==> src/rtl/ps2_host_tx.sv <==
// Host-to-device PS/2 transmitter: inhibits the bus, issues request-to-send, shifts
// one byte out on device clock falls, checks the device ACK and waits for bus idle.
module ps2_host_tx #(
  parameter int INHIBIT_CYCLES = 5000,
  parameter int RTS_CYCLES     = 50,
  parameter int TIMEOUT_CYCLES = 1000000
) (
  input  logic       clk,
  input  logic       reset,
  input  logic [7:0] tx_data,
  input  logic       tx_valid,
  output logic       tx_ready,
  input  logic       ps2c_in,
  input  logic       ps2d_in,
  output logic       ps2c_oe,
  output logic       ps2d_oe,
  output logic       busy,
  output logic       tx_done,
  output logic       tx_error,
  output logic [1:0] err_code,
  output logic [2:0] dbg_state
);

  // Handshake: a byte is accepted on any clk edge where tx_valid && tx_ready.
  // tx_ready is high only in IDLE; tx_valid seen while busy is ignored and
  // tx_data need only be stable in the accepting cycle.

  localparam int MAX_A = (INHIBIT_CYCLES > RTS_CYCLES) ? INHIBIT_CYCLES : RTS_CYCLES;
  localparam int MAX_C = (TIMEOUT_CYCLES > MAX_A) ? TIMEOUT_CYCLES : MAX_A;
  localparam int CW    = $clog2(MAX_C) + 1;

  localparam logic [CW-1:0] INH_LAST = CW'(INHIBIT_CYCLES - 1);
  localparam logic [CW-1:0] RTS_LAST = CW'(RTS_CYCLES - 1);
  localparam logic [CW-1:0] TO_LAST  = CW'(TIMEOUT_CYCLES - 1);

  localparam logic [1:0] ERR_NOACK   = 2'b01;
  localparam logic [1:0] ERR_TIMEOUT = 2'b10;

  typedef enum logic [2:0] {
    S_IDLE      = 3'd0,
    S_INHIBIT   = 3'd1,
    S_RTS       = 3'd2,
    S_SHIFT     = 3'd3,
    S_ACK       = 3'd4,
    S_WAIT_IDLE = 3'd5
  } state_t;

  state_t        state, state_n;
  logic [CW-1:0] cnt, cnt_n;
  logic [3:0]    bitcnt, bitcnt_n;
  logic [9:0]    shift, shift_n;
  logic          ps2c_prev;
  logic          fall;
  logic          tracked;
  logic          c_oe_n, d_oe_n, done_n, err_n;
  logic [1:0]    code_n;

  assign fall      = ps2c_prev & ~ps2c_in;
  assign dbg_state = state;

  always_comb begin
    state_n  = state;
    cnt_n    = cnt;
    bitcnt_n = bitcnt;
    shift_n  = shift;
    c_oe_n   = ps2c_oe;
    d_oe_n   = ps2d_oe;
    done_n   = 1'b0;
    err_n    = 1'b0;
    code_n   = err_code;
    tracked  = (state == S_SHIFT) || (state == S_ACK) || (state == S_WAIT_IDLE);

    // The one counter doubles as the frame watchdog once the clock is released;
    // its expiry wins over a fall arriving in the same cycle.
    if (tracked && (cnt == TO_LAST)) begin
      c_oe_n  = 1'b0;
      d_oe_n  = 1'b0;
      err_n   = 1'b1;
      code_n  = ERR_TIMEOUT;
      state_n = S_IDLE;
    end else begin
      case (state)
        S_IDLE: begin
          c_oe_n = 1'b0;
          d_oe_n = 1'b0;
          if (tx_valid && tx_ready) begin
            shift_n = {1'b1, ~^tx_data, tx_data};
            code_n  = 2'b00;
            cnt_n   = '0;
            c_oe_n  = 1'b1;
            state_n = S_INHIBIT;
          end
        end
        S_INHIBIT: begin
          c_oe_n = 1'b1;
          d_oe_n = 1'b0;
          if (cnt == INH_LAST) begin
            cnt_n   = '0;
            d_oe_n  = 1'b1;
            state_n = S_RTS;
          end else begin
            cnt_n = cnt + CW'(1);
          end
        end
        S_RTS: begin
          c_oe_n = 1'b1;
          d_oe_n = 1'b1;
          if (cnt == RTS_LAST) begin
            c_oe_n   = 1'b0;
            cnt_n    = '0;
            bitcnt_n = '0;
            state_n  = S_SHIFT;
          end else begin
            cnt_n = cnt + CW'(1);
          end
        end
        S_SHIFT: begin
          cnt_n = cnt + CW'(1);
          if (fall) begin
            d_oe_n   = ~shift[bitcnt];
            bitcnt_n = bitcnt + 4'd1;
            if (bitcnt == 4'd9) state_n = S_ACK;
          end
        end
        S_ACK: begin
          cnt_n = cnt + CW'(1);
          if (fall) begin
            if (!ps2d_in) begin
              state_n = S_WAIT_IDLE;
            end else begin
              c_oe_n  = 1'b0;
              d_oe_n  = 1'b0;
              err_n   = 1'b1;
              code_n  = ERR_NOACK;
              state_n = S_IDLE;
            end
          end
        end
        S_WAIT_IDLE: begin
          cnt_n = cnt + CW'(1);
          if (ps2c_in && ps2d_in) begin
            done_n  = 1'b1;
            state_n = S_IDLE;
          end
        end
        default: begin
          c_oe_n  = 1'b0;
          d_oe_n  = 1'b0;
          state_n = S_IDLE;
        end
      endcase
    end
  end

  always_ff @(posedge clk) begin
    if (reset) begin
      state     <= S_IDLE;
      cnt       <= '0;
      bitcnt    <= '0;
      shift     <= '0;
      ps2c_prev <= 1'b1;
      ps2c_oe   <= 1'b0;
      ps2d_oe   <= 1'b0;
      tx_ready  <= 1'b1;
      busy      <= 1'b0;
      tx_done   <= 1'b0;
      tx_error  <= 1'b0;
      err_code  <= 2'b00;
    end else begin
      state     <= state_n;
      cnt       <= cnt_n;
      bitcnt    <= bitcnt_n;
      shift     <= shift_n;
      ps2c_prev <= ps2c_in;
      ps2c_oe   <= c_oe_n;
      ps2d_oe   <= d_oe_n;
      tx_ready  <= (state_n == S_IDLE);
      busy      <= (state_n != S_IDLE);
      tx_done   <= done_n;
      tx_error  <= err_n;
      err_code  <= code_n;
    end
  end

endmodule

==> config.mk <==
export PLATFORM = sky130hd
export DESIGN_NAME = ps2_host_tx
export DESIGN_NICKNAME = d
export VERILOG_FILES = /design/src/rtl/ps2_host_tx.sv
export SDC_FILE = /design/constraint.sdc
export NUM_CORES = 1
export LEC_CHECK = 0
export CORE_MARGIN = 4
export CORE_UTILIZATION = 33
export DETAILED_ROUTE_END_ITERATION = 8
export REMOVE_ABC_BUFFERS = 1
export SYNTH_ARGS = -nofsm -noshare
export SYNTH_HDL_FRONTEND = slang
export SYNTH_SLANG_ARGS = --single-unit
==> constraint.sdc <==
create_clock -name clk -period 2.1 [get_ports clk]
set_clock_uncertainty 0.1 [all_clocks]
set_input_delay 0.42 -clock clk [delete_from_list [all_inputs] [get_ports clk]]
set_output_delay 0.42 -clock clk [all_outputs]
set_load 0.05 [all_outputs]
# Word level (Yosys, flattened, before mapping)
# Index checks and enable logic that the tools add are counted.
word_totals:
  ram_bits: 0
  in_bits: 13
  out_inout_bits: 11
  rom_bits: 0
  latchBits: 0
  wordCells: 100
  ff_bits: 47
  n_memories: 0
classes:
  addsub: 2
  eq_ne: 17
  n_reduce_logical: 24
  div: 0
  n_mux: 37
  n_lt_le_gt_ge: 1
  bitwise: 6
  n_shift: 0
  n_mul: 0
op_table:
  columns: ["op", "count"]
  rows:
  - ["21-bit one-hot mux with 4 select lines", 1]
  - ["21-bit two-way mux", 3]
  - ["3-bit two-way mux", 9]
  - ["21-bit by 1-bit adder with 21-bit output (second input constant)", 1]
  - ["21-bit by 13-bit == test with 1-bit output (second input constant)", 1]
  - ["21-bit by 20-bit == test with 1-bit output (second input constant)", 1]
  - ["21-bit by 6-bit == test with 1-bit output (second input constant)", 1]
  - ["3-bit one-hot mux with 6 select lines", 1]
  - ["4-bit AND reduction", 4]
  - ["1-bit two-way mux", 12]
  - ["2-bit != test (second input constant)", 5]
  - ["1-bit one-hot mux with 5 select lines", 2]
  - ["3-bit AND reduction", 3]
  - ["2-bit two-way mux", 4]
  - ["4-bit two-way mux", 2]
  - ["4-bit one-hot mux with 2 select lines", 1]
  - ["8-bit XNOR reduction", 1]
  - ["3-bit by 2-bit == test with 1-bit output (second input constant)", 2]
  - ["3-bit == test (second input constant)", 2]
  - ["3-bit logical NOT", 2]
  - ["3-bit by 2-bit != test with 1-bit output (second input constant)", 2]
  - ["3-bit nonzero test", 2]
  - ["3-bit OR reduction", 2]
  - ["4-bit by 5-bit < comparator with 1-bit output (second input constant)", 1]
  - ["other kinds (13)", 22]

# Logic depth before layout (Yosys ltp)
logic_depth:
  ltp_word: 6
  mapped_depth: 8
  mapped_depth_nobuf: 7

# Worst setup path after synthesis
# OpenSTA, ideal clock, no wires.
synth_path:
  path_type: "register to register"
  start: "register state[2] (netlist: dbg_state[2])"
  end: "register cnt[16]"
  synth_period_minus_slack_ns: 2.294
  path_buffers: 2
  t_arrival_ns: 2.064
  required_time_ns: 1.871
  path_stages_with_launch: 8
  slack_ns: -0.194
  setup_ns: 0.129
  cell_sequence: "dfxtp_1 > buf_2 > nand3b_1 > nand2_1 > and3_1 > o41ai_4 > buf_6 > a31oi_1"
synth_between:
  elab_chain_cells: 6
  word_cells_on_any_way: 15
  classes_between: "eq/ne: 6; mux: 1; bitwise: 1; reduce/logical: 7"
synth_lines:
  columns: ["element", "line_no", "source"]
  rows:
  - ["start, declared", "48", "state_t state, state_n;"]
  - ["start signal, assigned", "170", "state <= state_n;"]
  - ["branches (longest 6 deep; another with 4-bit nonzero test)", null, null]
  - ["end signal, assigned", "171", "cnt <= cnt_n;"]
  - ["end, declared", "49", "logic [CW-1:0] cnt, cnt_n;"]
# Parallel ways; which one is timed is not known.
# A chain may end at the register's enable or synchronous reset.

# Final worst setup path
layout_path:
  start: "register cnt[14]"
  end: "register cnt[3]"
layout_between:
  elab_chain_cells: 4
  word_cells_on_any_way: 9
  classes_between: "eq/ne: 3; mux: 3; bitwise: 1; reduce/logical: 2"
layout_lines:
  columns: ["element"]
  rows:
  - ["branches (longest 4 deep; another with 21-bit by 6-bit == test with 1-bit output)"]
# Parallel ways; which one is timed is not known.

==> run metrics <==
via count between 2000 and 3000; Worst setup EP type register; Worst Path Required approximately 2200 ps; DR iter-0 viols around 110; commonest non-fill, non-tap cell in the layout buf_4; CP Data Arrival Time between 2000 and 2500 ps; Worst-Skew Late Latency roughly 310 ps; final instance area roughly 3600 µm²; total grt overflow 0; Antenna Nets Post-Route 0; fin crit period 2200 ps; area grow syn2layout 38.4%; Min Hold Slack 360 ps; Slowest cell on crit path or4_4; IO Count 24; Hold Buf Count CTS 0; pin count of the biggest net entering global routing 16; Clock Pin Slew Worst Setup and Hold Paths 100 ps; RSZ-0062 raised after global routing yes; Crit Path Category reg2reg; Top FF cell, synth dfxtp_1; vias in the first global route between 2000 and 2500; Die Y a little under 100 µm; CP Cell Sequence or4_4, nor4_4, a21oi_2, o41ai_4, buf_4, clkbuf_16, nor2_2; Distinct cells, synth 56; Gate Count Post-Synth roughly 310; Seq pwr share around 45%; CTS buffer count 5; Max Clk Rate 456 MHz; max-cap violations 0; Switching Fraction 25.4%; post-route setup slack -95.3 ps; relative slew slack about 66%; vias per cell roughly 5.2; internal power 1.57 mW; crit-path max cell delay between 500 and 600 ps; Switch Pwr between 500 and 600 µW; die width approximately 97 µm; clock sinks between 40 and 50; Seq cells post-synth between 40 and 50; final setup fails 22; Final Hold Viols 0; Worst Setup Start Kind register; Layout Nets 402; Setup WS pre-CTS -147 ps; first-pass GRT wire length around 11000 µm; GRT Total Usage between 10 and 15%; drt wl/cell between 10 and 15 µm; die area 9340 µm²; synth warn 0; PD cells about 590 nW/µm²; DP Area between 3000 and 4000 µm²; hpwl dp roughly 5000 µm; largest fanout on the critical path 5; Worst Max-Slew Pin Slew around 500 ps; Cell Area, Synth roughly 2600 µm²; Post-Route WL slightly below 7000 µm; Clk network pwr share a little under two fifths; Seq/Total Area, Yosys a little over a third; DR pass1 iterations 4; syn_area_per_cell approximately 8.3 µm²; share of layout cells above drive strength 1 between 20% and 30%; PortBufs 23; clk buf depth 2; Tcrit/Tclk final 105%; Starting Density 33.7%; setup slack, reg-to-reg -100 ps; number of flops mapped to enable cells by yosys 0; DR DRC count 0; Rows 32; most frequent cells in the layout buf_4 (60), dfxtp_1 (44), nand2_1 (34); FFs w/ async S/R, synth 0%; Clock Tree Root clkbuf_8; Final Core Density a little under half; min-delay worst type reg2reg; H-tree depth 2; violated checks setup timing; Final Max Slew Viols 0; core area slightly below 8000 µm²; peak supply drop approximately 0.25 mV; TritonCTS clock tree yes; RD Place Congestion roughly 0.83; static leakage roughly 1.3 nW; Ant. Diodes 0; status complete, but fails checks; initial antenna violation count 0; combinational share of power 16.7%
cell usage after synthesis (all sizes together), types with 5 or more instances:
library cell	number	area (µm²)
a21oi	20	104
a31oi	8	50.1
and3	7	43.8
buf	5	37.5
clkbuf	12	45.0
dfxtp	47	941
inv	12	45.0
nand2	34	128
nand3	13	65.1
nand4	6	37.5
nor2	32	120
nor2b	5	31.3
nor3	7	35.0
nor3b	6	45.0
nor4	8	65.1
o21ai	7	35.0
xnor2	25	219
logic make-up after synthesis:
kind of cell / after synthesis / share of synthesized area (%)
AO/OA/AOI/OAI: 59 / 16.0
flip-flops: 47 / 36.3
multiplexers: 5 / 2.94
AND/OR/NAND/NOR: 142 / 29.2
buffers and inverters: 29 / 4.92
adder cells (fa/ha/maj): 4 / 1.93
XOR/XNOR: 26 / 8.78
per-layer routing:
layer  global-route usage (%)  part of all wire [%]  wire length (µm)  vias up
li1                         -                     -                 -     1259
met1                     19.1                    44              2980     1195
met2                     23.5                    49              3280       69
met3                     2.81                   5.4               363       14
met4                     4.43                   1.9               125        0
met5                        0                     0                 0        -
what timing repair did:
| item | in CTS | in global routing |
|---|---|---|
| gates cloned | 1 | 1 |
| resized for setup | 8 | 16 |
| pin swaps | 2 | 10 |
| setup buffers | 1 | 1 |
| setup endpoints to repair | 17 | 28 |
sequential cells by signal, indices dropped and copies added (netlist names):
| name | flops |
|---|---|
| err_code | 2 |
| ps2d_oe | 1 |
| shift | 10 |
| bitcnt | 4 |
| tx_done | 1 |
| busy | 1 |
| dbg_state | 3 |
| ps2c_prev | 1 |
| ps2c_oe | 1 |
| cnt | 21 |
| tx_error | 1 |
| tx_ready | 1 |
critical path: cells and delay by family, from the launching register on:
family	cells	cell delay [ps]
AOI/OAI and AO/OA	2	500
DFF	1	330
and+or+nand+nor	3	810
buffers and inverters	2	350
power by group through the flow:
stage | sequential [mW] | combinational [mW] | clock (mW)
after global placement | 0.963 | 0.314 | 0
after floorplan | 0.994 | 0.136 | 0
final | 0.947 | 0.352 | 0.806
after CTS | 0.944 | 0.345 | 0.816
after detailed placement | 0.964 | 0.316 | 0
after global routing | 0.951 | 0.383 | 0.845
path summary, 6_finish.rpt:
kind                            cells after the start           to   startpoint
worst min register to register                      2  err_code[0]  err_code[0]
worst max-delay path                                7       cnt[3]      cnt[14]
worst max register to register                      7       cnt[3]      cnt[14]
worst min-delay path                                2  err_code[0]  err_code[0]
layout make-up:
type / instances / area (µm²)
Multi-Input combinational cell: 236 / 1620
Sequential cell: 47 / 945
Timing Repair Buffer: 83 / 717
Clock buffer: 5 / 68.8
Clock inverter: 3 / 67.6
Tap cell: 102 / 128
Fill cell: 761 / 4100
Inverter: 12 / 45.0
metrics by stage:
step                      std cells  power [mW]  setup TNS (ps)
after global routing            488        2.18           -2930
after detailed placement        476        1.28           -1520
after floorplan                 295        1.13          -11390
after global placement          476        1.28           -1060
after CTS                       486        2.10           -1550
final                           488        2.11           -1340
(Power assumes the default switching activity.)
